`config.mk`:
```
export PLATFORM = sky130hd
export DESIGN_NAME = round_controller
export DESIGN_NICKNAME = d
export VERILOG_FILES = /design/src/rtl/round_controller.sv
export SDC_FILE = /design/constraint.sdc
export NUM_CORES = 1
export LEC_CHECK = 0
export CORE_UTILIZATION = 50
export DETAILED_ROUTE_END_ITERATION = 6
export GPL_TIMING_DRIVEN = 0
export PLACE_DENSITY = 0.76
export SYNTH_ARGS = -nofsm -noshare
export SYNTH_HDL_FRONTEND = slang
export SYNTH_SLANG_ARGS = --single-unit
export TNS_END_PERCENT = 10
```
`constraint.sdc`:
```
create_clock -name clk -period 3.1 [get_ports clk]
set_input_delay 0.62 -clock clk [delete_from_list [all_inputs] [get_ports clk]]
set_output_delay 0.62 -clock clk [all_outputs]
set_load 0.1 [all_outputs]
```
`src/rtl/round_controller.sv`:
```
// round_controller: door-guessing game round sequencer (doors, lives, positions, reveal timing)
module round_controller #(
    parameter int unsigned REVEAL_CYCLES = 50_000_000,
    parameter int unsigned SELECT_CYCLES = 500_000_000,
    parameter logic [7:0]  LFSR_SEED     = 8'hA5
) (
    input  logic       clk,
    input  logic       reset,
    input  logic       start,
    input  logic       p1_left,
    input  logic       p1_right,
    input  logic       p1_confirm,
    input  logic       p2_left,
    input  logic       p2_right,
    input  logic       p2_confirm,
    output logic [1:0] correct_door_1,
    output logic [1:0] correct_door_2,
    output logic [1:0] player_1_pos,
    output logic [1:0] player_2_pos,
    output logic [1:0] p1_lives,
    output logic [1:0] p2_lives,
    output logic       resume,
    output logic       game_over,
    output logic [1:0] winner
);
    typedef enum logic [2:0] {IDLE, SELECT, REVEAL, SCORE, GAME_OVER} state_t;
    state_t state, state_n;
    logic [6:0] btn, btn_q, ev;
    logic [7:0] lfsr;
    logic [31:0] timer, timer_n, reveal_cnt, reveal_cnt_n;
    logic p1_lock, p2_lock, lock1_n, lock2_n, p1_lock_ev, p2_lock_ev;
    logic [1:0] d1_n, d2_n, pos1_n, pos2_n, l1_n, l2_n, win_n;
    logic [1:0] l1_dec, l2_dec, new_d1, new_d2;
    logic resume_n, go_n, sel_done, reveal_done, p1_miss, p2_miss, lost, setup;

    // saturating one-step move; simultaneous left and right cancel out
    function automatic logic [1:0] step(input logic [1:0] pos, input logic l, input logic r);
        return (l && !r && pos != 2'd0) ? pos - 2'd1 : (r && !l && pos != 2'd3) ? pos + 2'd1 : pos;
    endfunction

    assign btn = {start, p2_confirm, p2_right, p2_left, p1_confirm, p1_right, p1_left};
    assign ev = btn & ~btn_q;
    assign p1_lock_ev = p1_lock | ev[2];
    assign p2_lock_ev = p2_lock | ev[5];
    assign sel_done = (p1_lock_ev && p2_lock_ev) || timer == SELECT_CYCLES - 1;
    assign reveal_done = reveal_cnt == REVEAL_CYCLES - 1;
    assign p1_miss = player_1_pos != correct_door_1 && player_1_pos != correct_door_2;
    assign p2_miss = player_2_pos != correct_door_1 && player_2_pos != correct_door_2;
    assign l1_dec = (p1_miss && p1_lives != 2'd0) ? p1_lives - 2'd1 : p1_lives;
    assign l2_dec = (p2_miss && p2_lives != 2'd0) ? p2_lives - 2'd1 : p2_lives;
    assign lost = l1_dec == 2'd0 || l2_dec == 2'd0;
    assign new_d1 = lfsr[1:0];
    assign new_d2 = lfsr[3:2] == lfsr[1:0] ? lfsr[1:0] + 2'd1 : lfsr[3:2];
    assign setup = state_n == SELECT && state != SELECT;

    // state register
    always_ff @(posedge clk or negedge reset) begin
        if (!reset) state <= IDLE;
        else        state <= state_n;
    end

    // next-state decision
    always_comb begin
        state_n = state;
        case (state)
            IDLE:      state_n = ev[6] ? SELECT : IDLE;
            SELECT:    state_n = sel_done ? REVEAL : SELECT;
            REVEAL:    state_n = reveal_done ? SCORE : REVEAL;
            SCORE:     state_n = lost ? GAME_OVER : SELECT;
            GAME_OVER: state_n = ev[6] ? IDLE : GAME_OVER;
            default:   state_n = IDLE;
        endcase
    end

    // next values of the registered outputs, timers and lock flags
    always_comb begin
        d1_n = correct_door_1;
        d2_n = correct_door_2;
        pos1_n = player_1_pos;
        pos2_n = player_2_pos;
        l1_n = p1_lives;
        l2_n = p2_lives;
        resume_n = resume;
        go_n = game_over;
        win_n = winner;
        lock1_n = p1_lock;
        lock2_n = p2_lock;
        timer_n = 32'd0;
        reveal_cnt_n = 32'd0;
        if (state == IDLE && ev[6]) begin
            l1_n = 2'd3;
            l2_n = 2'd3;
        end
        if (state == SELECT) begin
            timer_n = timer + 32'd1;
            pos1_n = p1_lock_ev ? player_1_pos : step(player_1_pos, ev[0], ev[1]);
            pos2_n = p2_lock_ev ? player_2_pos : step(player_2_pos, ev[3], ev[4]);
            lock1_n = p1_lock_ev | sel_done;
            lock2_n = p2_lock_ev | sel_done;
            timer_n = sel_done ? 32'd0 : timer_n;
            resume_n = !sel_done;
        end
        if (state == REVEAL) begin
            reveal_cnt_n = reveal_done ? 32'd0 : reveal_cnt + 32'd1;
            resume_n = reveal_done;
        end
        if (state == SCORE) begin
            l1_n = l1_dec;
            l2_n = l2_dec;
            go_n = lost;
            win_n = lost ? {l1_dec == 2'd0, l2_dec == 2'd0} : 2'b00;
        end
        if (state == GAME_OVER && ev[6]) begin
            go_n = 1'b0;
            win_n = 2'b00;
        end
        if (setup) begin
            pos1_n = 2'd0;
            pos2_n = 2'd0;
            lock1_n = 1'b0;
            lock2_n = 1'b0;
            timer_n = 32'd0;
            d1_n = new_d1;
            d2_n = new_d2;
        end
    end

    // datapath registers: button history, LFSR, timers, locks and all outputs
    always_ff @(posedge clk or negedge reset) begin
        if (!reset) begin
            btn_q <= '0;
            lfsr <= LFSR_SEED;
            timer <= '0;
            reveal_cnt <= '0;
            p1_lock <= 1'b0;
            p2_lock <= 1'b0;
            correct_door_1 <= 2'd0;
            correct_door_2 <= 2'd1;
            player_1_pos <= 2'd0;
            player_2_pos <= 2'd0;
            p1_lives <= 2'd3;
            p2_lives <= 2'd3;
            resume <= 1'b1;
            game_over <= 1'b0;
            winner <= 2'b00;
        end else begin
            btn_q <= btn;
            lfsr <= {lfsr[6:0], lfsr[7] ^ lfsr[5] ^ lfsr[4] ^ lfsr[3]};
            timer <= timer_n;
            reveal_cnt <= reveal_cnt_n;
            p1_lock <= lock1_n;
            p2_lock <= lock2_n;
            correct_door_1 <= d1_n;
            correct_door_2 <= d2_n;
            player_1_pos <= pos1_n;
            player_2_pos <= pos2_n;
            p1_lives <= l1_n;
            p2_lives <= l2_n;
            resume <= resume_n;
            game_over <= go_n;
            winner <= win_n;
        end
    end
endmodule

```
==> metrics.md, run 1 <==
| Metric | Value |
|---|---|
| Synth async-reset ratio | 100% |
| FP Rows | 36 |
| Die Height | ~100 µm |
| Initial DRC count | 148 |
| Syn. warnings | 0 |
| Critical Path End Type | primary output |
| GPL Wtd Cong | 0.780 |
| Setup crit start kind | flip-flop |
| Die W | roughly 100 µm |
| R2R cell count | 8 |
| Clock sinks | 100 |
| Clk Latency, worst-skew pair | 0.39 ns |
| CTS-repair resized insts | 0 |
| Core Box Area | 9730 µm² |
| Placed instance count | 665 |
| Power Density | just over 600 nW/µm² |
| Total track usage | 19.8% |
| Non-filler instance count after layout | slightly below 700 |
| Fmax | 0.364 GHz |
| TritonCTS Buffers | 9 |
| Router iterations before antenna repair | 4 |
| VDD IR max | 0.000343 V |
| Die area | 10400 µm² |
| Area leader, netlist | dfrtp_1 |
| Mapped cell area | about 5000 µm² |
| Commonest register cell after synthesis | dfrtp_1 |
| DR vias | 3725 |
| Drt drc | 0 |
| Worst slack, placed | 0.419 ns |
| Setup Fix Bufs, Post-CTS | 0 |
| Outcome | complete, no violations |
| HPWL Detailed | 6810 µm |
| Slowest-stage cell, CP | clkdlybuf4s50_1 |
| Post-synth top area share | 45.2% |
| Leakage | 2.27 nW |
| CTS tree | built |
| Reg clk slew, reported paths | 0.12 ns |
| ANT nets after route | 0 |
| EDFF count, synth | 0 |
| Slew Limit Fails | 0 |
| MaxCap Viol Count | 0 |
| CP cell instances | clkdlybuf4s50_1 |
| WP data arrival | 2.13 ns |
| Clk_skew | 0.0189 ns |
| Crit-path leading delay family | buffers and inverters |
| Wire per inst | around 14 µm |
| CP max stage delay | roughly 1.2 ns |
| # diodes | 0 |
| Largest net degree at the start of global routing | 61 |
| Max FO, Critical Path | 7 |
| Mapped Cells | 507 |
| Vias per cell | 5.47 |
| P&R area growth vs syn | 12.4% |
| Initial core utilization | 51.2% |
| Synthesis-stage register bit count | 100 |
| Crit path buf inv count | 1 |
| Mapped Avg Cell Area | 9.82 µm² |
| Routed Wire Length | 9560 µm |
| Total stage count of the critical path | 1 |
| Sequential fraction of the synthesis area | approximately half |
| Congestion Overflow GR | 0 |
| Tmin final | 2.75 ns |
| Worst-case clock buffer depth | 2 |
| Period utilisation layout | 88.7% |
| Most common cell in the netlist | dfrtp_1 |
| PnR worst setup slack | about 0.35 ns |
| Slew at the pin closest to its max-slew limit | 1.02 ns |
| First-pass GRT wire length | approximately 16000 µm |
| Tightest Hold Check Type | input port to asynchronous set/reset pin |
| Setup violators final | 0 |
| RSZ-0062 raised after global routing | false |
| Post-layout util | 57.6% |
| Num ports | 25 |
| Total Power | 3.41 mW |
| Req. time, crit path | 2.48 ns |
| Final net count | about 560 |
| Number of global-route vias before repair | 3452 |
| Hold_buf cts | 0 |
| Number of H-tree levels | 3 |
| Worst setup path class | flip-flop to primary output |
| Synth top cells by count | 90 x dfrtp_1, 76 x nor2_1, 43 x xnor2_1, 28 x nand2_1 |
| Port Buffers | 24 |
| Syn nets | 520 |
| Area contributors post-synth | dfrtp_1 45%, xnor2_1 7.6%, nor2_1 5.7% |
| Hold Fails Final Rpt | 0 |
| Ratio of cells with drive above 1 in the final layout | 9.85% |
| Post-synth cell types | 55 |
| Initial antenna violation count | 0 |
| Slew Limit Headroom | 32.0% |
| CTS Root Cell | clkbuf_8 |
metal layers:
layer	routed length (µm)	global-route usage (%)
met1	4540	26.8
met2	4640	32.3
met3	206	2.67
met4	169	8.24
met5	0	0
cell type report:
cell class / instances / area, µm²
Clock buffer: 9 / 124
Sequential cell: 100 / 2510
Clock inverter: 7 / 63.8
Timing Repair Buffer: 25 / 265
Buffer: 21 / 95.1
Fill cell: 814 / 4130
Inverter: 15 / 56.3
Tap cell: 133 / 166
Multi-Input combinational cell: 371 / 2310
path summary, 6_finish.rpt:
kind	from	to	slack, ns
worst max-delay path	p1_lives[0]	p1_lives[0]	0.35
worst min-delay path	reset	player_2_pos[1]	0.21
worst max register to register	timer[0]	resume	0.53
worst min register to register	lfsr[6]	lfsr[7]	0.36
max in group asynchronous	reset	resume	2.16
min in group clk	lfsr[6]	lfsr[7]	0.36
per-stage QoR:
| step | setup TNS [ns] | instance area (µm²) | hold slack (ns) |
|---|---|---|---|
| after global placement | -208.58 | 5390 | 0.339 |
| after floorplan | 0 | 4980 | 0.324 |
| final | 0 | 5600 | 0.213 |
| after CTS | 0 | 5600 | 0.219 |
| after global routing | 0 | 5600 | 0.250 |
| after detailed placement | 0 | 5410 | 0.342 |
flip-flops by register name (all words and copies together) (netlist names):
| register | flops |
|---|---|
| reveal_cnt | 32 |
| timer | 32 |
| lfsr | 8 |
| btn_q | 7 |
| state | 3 |
| correct_door_1 | 2 |
| correct_door_2 | 2 |
| p1_lives | 2 |
| p2_lives | 2 |
| player_1_pos | 2 |
| player_2_pos | 2 |
| winner | 2 |
| game_over | 1 |
| p1_lock | 1 |
| p2_lock | 1 |
| resume | 1 |
where the power goes:
group          total [mW]  internal, mW  switching [mW]
Clock               0.825         0.314           0.511
Sequential           1.48          1.41          0.0697
Combinational        1.11         0.317           0.793
Total                3.41          2.04            1.37
logic make-up (layout without fill, tap and decap cells):
kind of cell	count (synthesis)	in the layout	synth area share (%)
flip-flops	100	100	50.5
adder cells (fa/ha/maj)	4	4	1.00
multiplexers	7	7	1.51
AO/OA/AOI/OAI	56	56	6.91
AND/OR/NAND/NOR	239	239	25.6
XOR/XNOR	65	65	11.4
buffers and inverters	36	77	3.04
cell usage in the layout (no fill, tap or decap), types with 12 or more instances in the layout:
cell	instances
dfrtp_1	90
nor2_1	76
xnor2_1	43
nand2_1	28
clkdlybuf4s50_1	23
a21oi_1	22
xor2_1	22
nand3_1	20
nand4_1	18
nor3_1	16
inv_1	15
o21ai_0	15
and3_1	14
clkbuf_1	13
nor4_1	12
(Power assumes the default switching activity.)
==> run 2, diff against run 1 <==
- CAP_MARGIN: unset -> 20
==> results of run 2 <==
The final DEF is identical to that of run 1; final timing and power are the same.
